### config.mk
export PLATFORM = sky130hd
export DESIGN_NAME = pc_ir_mem_unit
export DESIGN_NICKNAME = d
export VERILOG_FILES = /design/src/rtl/mc_pkg.sv /design/src/rtl/mem_handshake_fsm.sv /design/src/rtl/pc_ir_mem_unit.sv
export SDC_FILE = /design/constraint.sdc
export NUM_CORES = 1
export LEC_CHECK = 0
export ABC_AREA = 1
export CAP_MARGIN = 20
export CORE_MARGIN = 5
export CORE_UTILIZATION = 50
export DETAILED_ROUTE_END_ITERATION = 10
export DONT_BUFFER_PORTS = 1
export GPL_ROUTABILITY_DRIVEN = 0
export PLACE_DENSITY = 0.77
export SYNTH_ARGS = -nofsm -noshare
export SYNTH_HDL_FRONTEND = slang
export SYNTH_SLANG_ARGS = --single-unit
### constraint.sdc
create_clock -name clk -period 1.46 [get_ports clk]
set_clock_uncertainty 0.2 [all_clocks]
set_input_delay 0.292 -clock clk [delete_from_list [all_inputs] [get_ports clk]]
set_output_delay 0.292 -clock clk [all_outputs]
set_load 0.01 [all_outputs]
### src/rtl/mc_pkg.sv
// Shared encodings for the multicycle fetch/memory stage: PC-source select,
// handshake FSM states and access-type tags.
package mc_pkg;

    localparam logic [31:0] RESET_PC_DEFAULT = 32'h0000_0000;

    localparam logic [1:0] PCSRC_ALU    = 2'b00;
    localparam logic [1:0] PCSRC_ALUOUT = 2'b01;
    localparam logic [1:0] PCSRC_JUMP   = 2'b10;
    localparam logic [1:0] PCSRC_HOLD   = 2'b11;

    typedef enum logic [1:0] {
        IDLE = 2'b00,
        WAIT = 2'b01,
        DONE = 2'b10
    } state_e;

    typedef enum logic [1:0] {
        OP_FETCH = 2'b00,
        OP_LOAD  = 2'b01,
        OP_STORE = 2'b10
    } mem_op_e;

    // True when at least two of the three memory strobes are active together.
    function automatic logic multi_strobe(input logic a, input logic b, input logic c);
        return (a & b) | (a & c) | (b & c);
    endfunction

endpackage

### src/rtl/mem_handshake_fsm.sv
// Variable-latency memory handshake: accepts one strobe, holds the request
// until mem_ready, and produces stall, capture enables and the sticky error flag.
module mem_handshake_fsm
    import mc_pkg::*;
#(
    parameter int AW = 32
) (
    input  logic          clk,
    input  logic          rst_n,
    input  logic          ir_write,
    input  logic          mem_read,
    input  logic          mem_write,
    input  logic          iord,
    input  logic [AW-1:0] pc,
    input  logic [AW-1:0] alu_out,
    input  logic [AW-1:0] write_data,
    input  logic          mem_ready,
    output logic          mem_req,
    output logic          mem_we,
    output logic [AW-1:0] mem_addr,
    output logic [AW-1:0] mem_wdata,
    output logic          stall,
    output logic          err,
    output logic          ir_load,
    output logic          mdr_load
);

    state_e        state_r;
    mem_op_e       op_r;
    mem_op_e       op_s;
    logic          any_strobe_s;
    logic          mem_req_r;
    logic          mem_we_r;
    logic [AW-1:0] mem_addr_r;
    logic [AW-1:0] mem_wdata_r;
    logic          err_r;
    logic          stall_s;
    logic          ir_load_s;
    logic          mdr_load_s;
    logic          ready_s;

    assign any_strobe_s = ir_write | mem_read | mem_write;
    assign ready_s      = mem_ready & mem_req_r;

    // Strobe priority: fetch over load over store.
    always_comb begin
        op_s = OP_STORE;
        if (ir_write) begin
            op_s = OP_FETCH;
        end else if (mem_read) begin
            op_s = OP_LOAD;
        end else begin
            op_s = OP_STORE;
        end
    end

    // Stall is combinational so a fetch strobe blocks the PC in its own cycle.
    always_comb begin
        stall_s    = 1'b0;
        ir_load_s  = 1'b0;
        mdr_load_s = 1'b0;
        case (state_r)
            IDLE: stall_s = any_strobe_s;
            WAIT: begin
                stall_s    = 1'b1;
                ir_load_s  = ready_s & (op_r == OP_FETCH);
                mdr_load_s = ready_s & (op_r == OP_LOAD);
            end
            DONE:    stall_s = 1'b0;
            default: stall_s = 1'b0;
        endcase
    end

    // Handshake state, latched request fields and sticky error.
    always_ff @(posedge clk or negedge rst_n) begin
        if (!rst_n) begin
            state_r     <= IDLE;
            op_r        <= OP_FETCH;
            mem_req_r   <= 1'b0;
            mem_we_r    <= 1'b0;
            mem_addr_r  <= {AW{1'b0}};
            mem_wdata_r <= {AW{1'b0}};
            err_r       <= 1'b0;
        end else begin
            case (state_r)
                IDLE: begin
                    if (any_strobe_s) begin
                        state_r     <= WAIT;
                        op_r        <= op_s;
                        mem_req_r   <= 1'b1;
                        mem_we_r    <= (op_s == OP_STORE);
                        mem_addr_r  <= iord ? alu_out : pc;
                        mem_wdata_r <= write_data;
                        if (multi_strobe(ir_write, mem_read, mem_write)) begin
                            err_r <= 1'b1;
                        end
                    end
                end
                WAIT: begin
                    if (ready_s) begin
                        state_r   <= DONE;
                        mem_req_r <= 1'b0;
                    end
                end
                DONE: state_r <= IDLE;
                default: begin
                    state_r   <= IDLE;
                    mem_req_r <= 1'b0;
                end
            endcase
        end
    end

    assign mem_req   = mem_req_r;
    assign mem_we    = mem_we_r;
    assign mem_addr  = mem_addr_r;
    assign mem_wdata = mem_wdata_r;
    assign err       = err_r;
    assign stall     = stall_s;
    assign ir_load   = ir_load_s;
    assign mdr_load  = mdr_load_s;

endmodule

### src/rtl/pc_ir_mem_unit.sv
// Multicycle MIPS fetch/memory stage: PC, IR and MDR registers plus the
// next-PC mux, with the memory handshake delegated to mem_handshake_fsm.
module pc_ir_mem_unit
    import mc_pkg::*;
#(
    parameter logic [31:0] RESET_PC = RESET_PC_DEFAULT,
    parameter int          AW       = 32
) (
    input  logic        clk,
    input  logic        rst_n,
    input  logic        pc_write,
    input  logic        branch,
    input  logic        zero,
    input  logic [1:0]  pc_src,
    input  logic        ir_write,
    input  logic        mem_read,
    input  logic        mem_write,
    input  logic        iord,
    input  logic [31:0] alu_result,
    input  logic [31:0] alu_out,
    input  logic [31:0] write_data,
    input  logic        mem_ready,
    input  logic [31:0] mem_rdata,
    output logic        mem_req,
    output logic        mem_we,
    output logic [31:0] mem_addr,
    output logic [31:0] mem_wdata,
    output logic [31:0] pc,
    output logic [31:0] instr,
    output logic [5:0]  opcode,
    output logic [5:0]  funct,
    output logic [31:0] mdr,
    output logic        stall,
    output logic        err
);

    logic [31:0] pc_r;
    logic [31:0] instr_r;
    logic [31:0] mdr_r;
    logic [31:0] pc_next_s;
    logic        pc_en_s;
    logic        ir_load_s;
    logic        mdr_load_s;

    mem_handshake_fsm #(.AW(32)) u_fsm (
        .clk        (clk),
        .rst_n      (rst_n),
        .ir_write   (ir_write),
        .mem_read   (mem_read),
        .mem_write  (mem_write),
        .iord       (iord),
        .pc         (pc_r),
        .alu_out    (alu_out),
        .write_data (write_data),
        .mem_ready  (mem_ready),
        .mem_req    (mem_req),
        .mem_we     (mem_we),
        .mem_addr   (mem_addr),
        .mem_wdata  (mem_wdata),
        .stall      (stall),
        .err        (err),
        .ir_load    (ir_load_s),
        .mdr_load   (mdr_load_s)
    );

    assign pc_en_s = (pc_write | (branch & zero)) & ~stall;

    // Next-PC select; the jump target keeps the upper PC nibble.
    always_comb begin
        pc_next_s = pc_r;
        case (pc_src)
            PCSRC_ALU:    pc_next_s = alu_result;
            PCSRC_ALUOUT: pc_next_s = alu_out;
            PCSRC_JUMP:   pc_next_s = {pc_r[31:28], instr_r[25:0], 2'b00};
            PCSRC_HOLD:   pc_next_s = pc_r;
            default:      pc_next_s = pc_r;
        endcase
    end

    // Architectural PC, instruction and memory-data registers.
    always_ff @(posedge clk or negedge rst_n) begin
        if (!rst_n) begin
            pc_r    <= RESET_PC;
            instr_r <= 32'h0000_0000;
            mdr_r   <= 32'h0000_0000;
        end else begin
            if (pc_en_s) begin
                pc_r <= pc_next_s;
            end
            if (ir_load_s) begin
                instr_r <= mem_rdata;
            end
            if (mdr_load_s) begin
                mdr_r <= mem_rdata;
            end
        end
    end

    assign pc     = pc_r;
    assign instr  = instr_r;
    assign mdr    = mdr_r;
    assign opcode = instr_r[31:26];
    assign funct  = instr_r[5:0];

endmodule

==> results_dict.tcl <==
set metrics [dict create \
    worst_setup_path_end_kind "register" \
    preCtsSetupSlack_ns -0.160 \
    power_density_nw_per_um2 2030 \
    hold_violations 198 \
    start_util 0.511 \
    ir_worst_vdd_mv 1.25 \
    cts_max_level 4 \
    antenna_found_initial 2 \
    crit_top_cell "buf_6" \
    outcome "finished, violations left" \
    p_leak_uw 0.00534 \
    nNetsFinal 1134 \
    maxSlewViolCount 0 \
    ant_nets 0 \
    postLayoutCoreUtil 0.731 \
    via_per_inst 5.73 \
    clk_latency_ns 0.43 \
    final.min_clock_period_ns 1.78 \
    synth_cells 842 \
    ys_seq_area_frac 0.563 \
    swShare 0.405 \
    startpoint_type "primary input" \
    num-fill-cells 899 \
    die_x_um 132 \
    die_height_um 132 \
    syn_area_um2 7420 \
    cts.sinks 167 \
    holdBufCountCts 133 \
    grtUsageMet2 0.444 \
    rows 44 \
    pwr-share-comb 0.313 \
    drc 0 \
    drtIter0Drc 516 \
    p_clk_frac 0.228 \
    fmax_ghz 0.562 \
    finalCritPeriodShare 1.22 \
    sequentialPowerShare 0.459 \
    grt_pass1_wl_um 38000 \
    critPathArrivalTime_ns 1.91 \
    crit_buf_inv 3 \
    syn_avg_cell_area_um2 8.82 \
    yosysUniqueCellTypes 25 \
    cts_buffers 17 \
    clockBufferDepth 2 \
    overflow 0 \
    coreArea_um2 14500 \
    synth_nets 985 \
    grt_use_met1 0.336 \
    crit_type "primary input to register" \
    path_delay_family "buffers and inverters" \
    grt_start_max_net_pins 168 \
    yosysWarnings 0 \
    avgRoutedWirePerCell_um 22.9 \
    cts_tree "built" \
    relSlewSlack 0.778 \
    drt_pre_antenna_iters 5 \
    vias 6824 \
    hpwlAfterDp_um 14300 \
    cts_root_buf "clkbuf_16" \
    busiest_layer "met2" \
    worst_pin_slew_ns 0.333 \
    die_area_um2 17400 \
    ios 316 \
    totalWireLength_um 27200 \
    required_ns 1.59 \
    path_clk_slew_ns 0.07 \
    area_delta_synth_final_pct 43.1 \
    finalSetupViolCount 166 \
    p_int_uw 12800 \
    crit_fanout 16 \
    grtUsageTotal 0.274 \
    port_buffers 0 \
    max-cap-violations 0 \
    hold_class "primary input to async pin" \
    cpPeakStageDelay_ns 0.61 \
    setup_slack_ns -0.319 \
    crit_slowest_cell "dlygate4sd3_1" \
    use_met3 0.0889 \
    ys_seq_elements 167 \
    drive_above_1_share 0.223 \
    grt_pass1_vias 6536 \
    violations "hold timing, setup timing" \
    cp_cell_sequence "dlygate4sd3_1 -> nand2_1 -> nor2_4 -> buf_6 -> nand3_4 -> buf_6 -> o21ai_0" \
    rsz0062_at_grt "yes" \
    fin_hold_ws_ns -0.643 \
    switchingPower_uw 8760 \
]
[per-layer routing]
metal | vias up | part of all wire | wire (µm)
li1 | 2944 | - | -
met1 | 3308 | 0.36 | 9880
met2 | 444 | 0.50 | 13600
met3 | 128 | 0.089 | 2410
met4 | 0 | 0.048 | 1310
met5 | - | 0 | 0
[cells by family after synthesis]
group	count (synthesis)	synth area share
and+or+nand+nor	410	0.213
muxes	58	0.0836
buffers and inverters	102	0.0649
AOI/OAI and AO/OA	102	0.0704
adders and majority gates	3	0.00506
DFF	167	0.563
[power groups by stage]
| stage | Combinational (µW) | Clock (µW) | Sequential (µW) |
|---|---|---|---|
| finish | 6760 | 4920 | 9920 |
| CTS | 5080 | 4950 | 9670 |
| floorplan | 3620 | 0 | 8880 |
| detailed placement | 4240 | 0 | 9710 |
| global placement | 4040 | 0 | 9670 |
| global route | 7320 | 5160 | 10100 |
[synthesized netlist by cell type]
cell type  number  area (µm²)
a21boi_2        1        11.3
o21a_1          1        7.51
mux2i_1        26         260
nor2_2          1        6.26
ha_1            3        37.5
inv_2           1        3.75
nor2_1          3        11.3
inv_1          43         161
o22ai_1         1        6.26
nor2_4          1        11.3
buf_6           1        11.3
buf_2          19        95.1
buf_4          18         135
nand2_2         1        6.26
nand3_2         2        20.0
o21bai_1        1        7.51
a21oi_1         2        10.0
mux2_2         32         360
nand3_1         7        35.0
nand2_1       391        1470
nand4_1         4        25.0
clkbuf_1       20        75.1
o21ai_0        72         360
dfrtp_1       167        4180
o21ai_1        24         120
[area by class of cell]
type                       instances  area (µm²)  share of cell area
clock inverter                    13         190              0.0179
timing repair buffer             188        2190               0.206
sequential                       167        4180               0.394
tap                              184         230              0.0217
clock buffer                      19         453              0.0426
antenna                            2        5.00            0.000471
inverter                          44         170              0.0160
multi-input combinational        573        3200               0.302
[through the flow]
step | setup TNS (ns) | power [µW] | std cells | hold slack [ns] | cell area, µm²
final | -30.86 | 21600 | 1190 | -0.643 | 10600
after global routing | -41.17 | 22600 | 1190 | -0.662 | 10600
after CTS | -18.27 | 19700 | 1169 | -0.658 | 9900
after detailed placement | -6.09 | 13900 | 992 | -0.200 | 7650
after global placement | -3.09 | 13700 | 992 | -0.201 | 7650
after floorplan | -0.338 | 12500 | 842 | -0.204 | 7530
[registers in the layout, indices dropped and copies added (netlist names)]
signal	cells
u_fsm.err	1
u_fsm.state_r	2
u_fsm.mem_req	1
u_fsm.mem_we	1
u_fsm.op_r	2
mdr	32
instr	32
u_fsm.mem_addr	32
pc	32
u_fsm.mem_wdata	32
[placed cells by master, fill, tap and decap left out, types with 2 or more instances in the layout]
cell and count:
nand4_1 4, nand3_4 3, nand3_1 5, nor2_4 3, nand2_4 21, dfrtp_2 4, buf_16 2, mux2i_1 26
o21ai_0 22, buf_8 4, mux2_2 32, clkbuf_8 2, clkinv_2 2, dfrtp_1 163, buf_4 13, bufinv_16 4
inv_6 5, ha_1 2, nand2_2 30, diode_2 2, inv_1 41, clkbuf_16 28, nand2_1 340, dlygate4sd3_1 133
buf_6 15, a21oi_1 2, inv_4 2, nor2_1 2, buf_12 10, o21ai_1 37, o21ai_2 37
[worst paths after layout]
kind / from / to / slack [ns] / cells past startpoint
setup / recovery: mem_ready / mdr[23] / -0.32 / 7
hold reg to reg: u_fsm.mem_wdata[1] / u_fsm.mem_wdata[1] / 0.34 / 2
max in group asynchronous: rst_n / u_fsm.mem_wdata[3] / 1.37 / 0
min in group clk: iord / u_fsm.mem_addr[1] / -0.08 / 3
hold / removal: rst_n / mdr[3] / -0.64 / 0
setup reg to reg: u_fsm.state_r[1] / mdr[23] / -0.31 / 7
[timing repair]
action / in CTS / in global routing
resized for setup: 41 / 159
pin swaps: 2 / 10
endpoints found under the hold margin: 333 / 199
setup endpoints to repair: 143 / 174
setup buffers: 8 / 6
cloned: 4 / 16
Note: power is estimated with default switching activity, not from simulation.
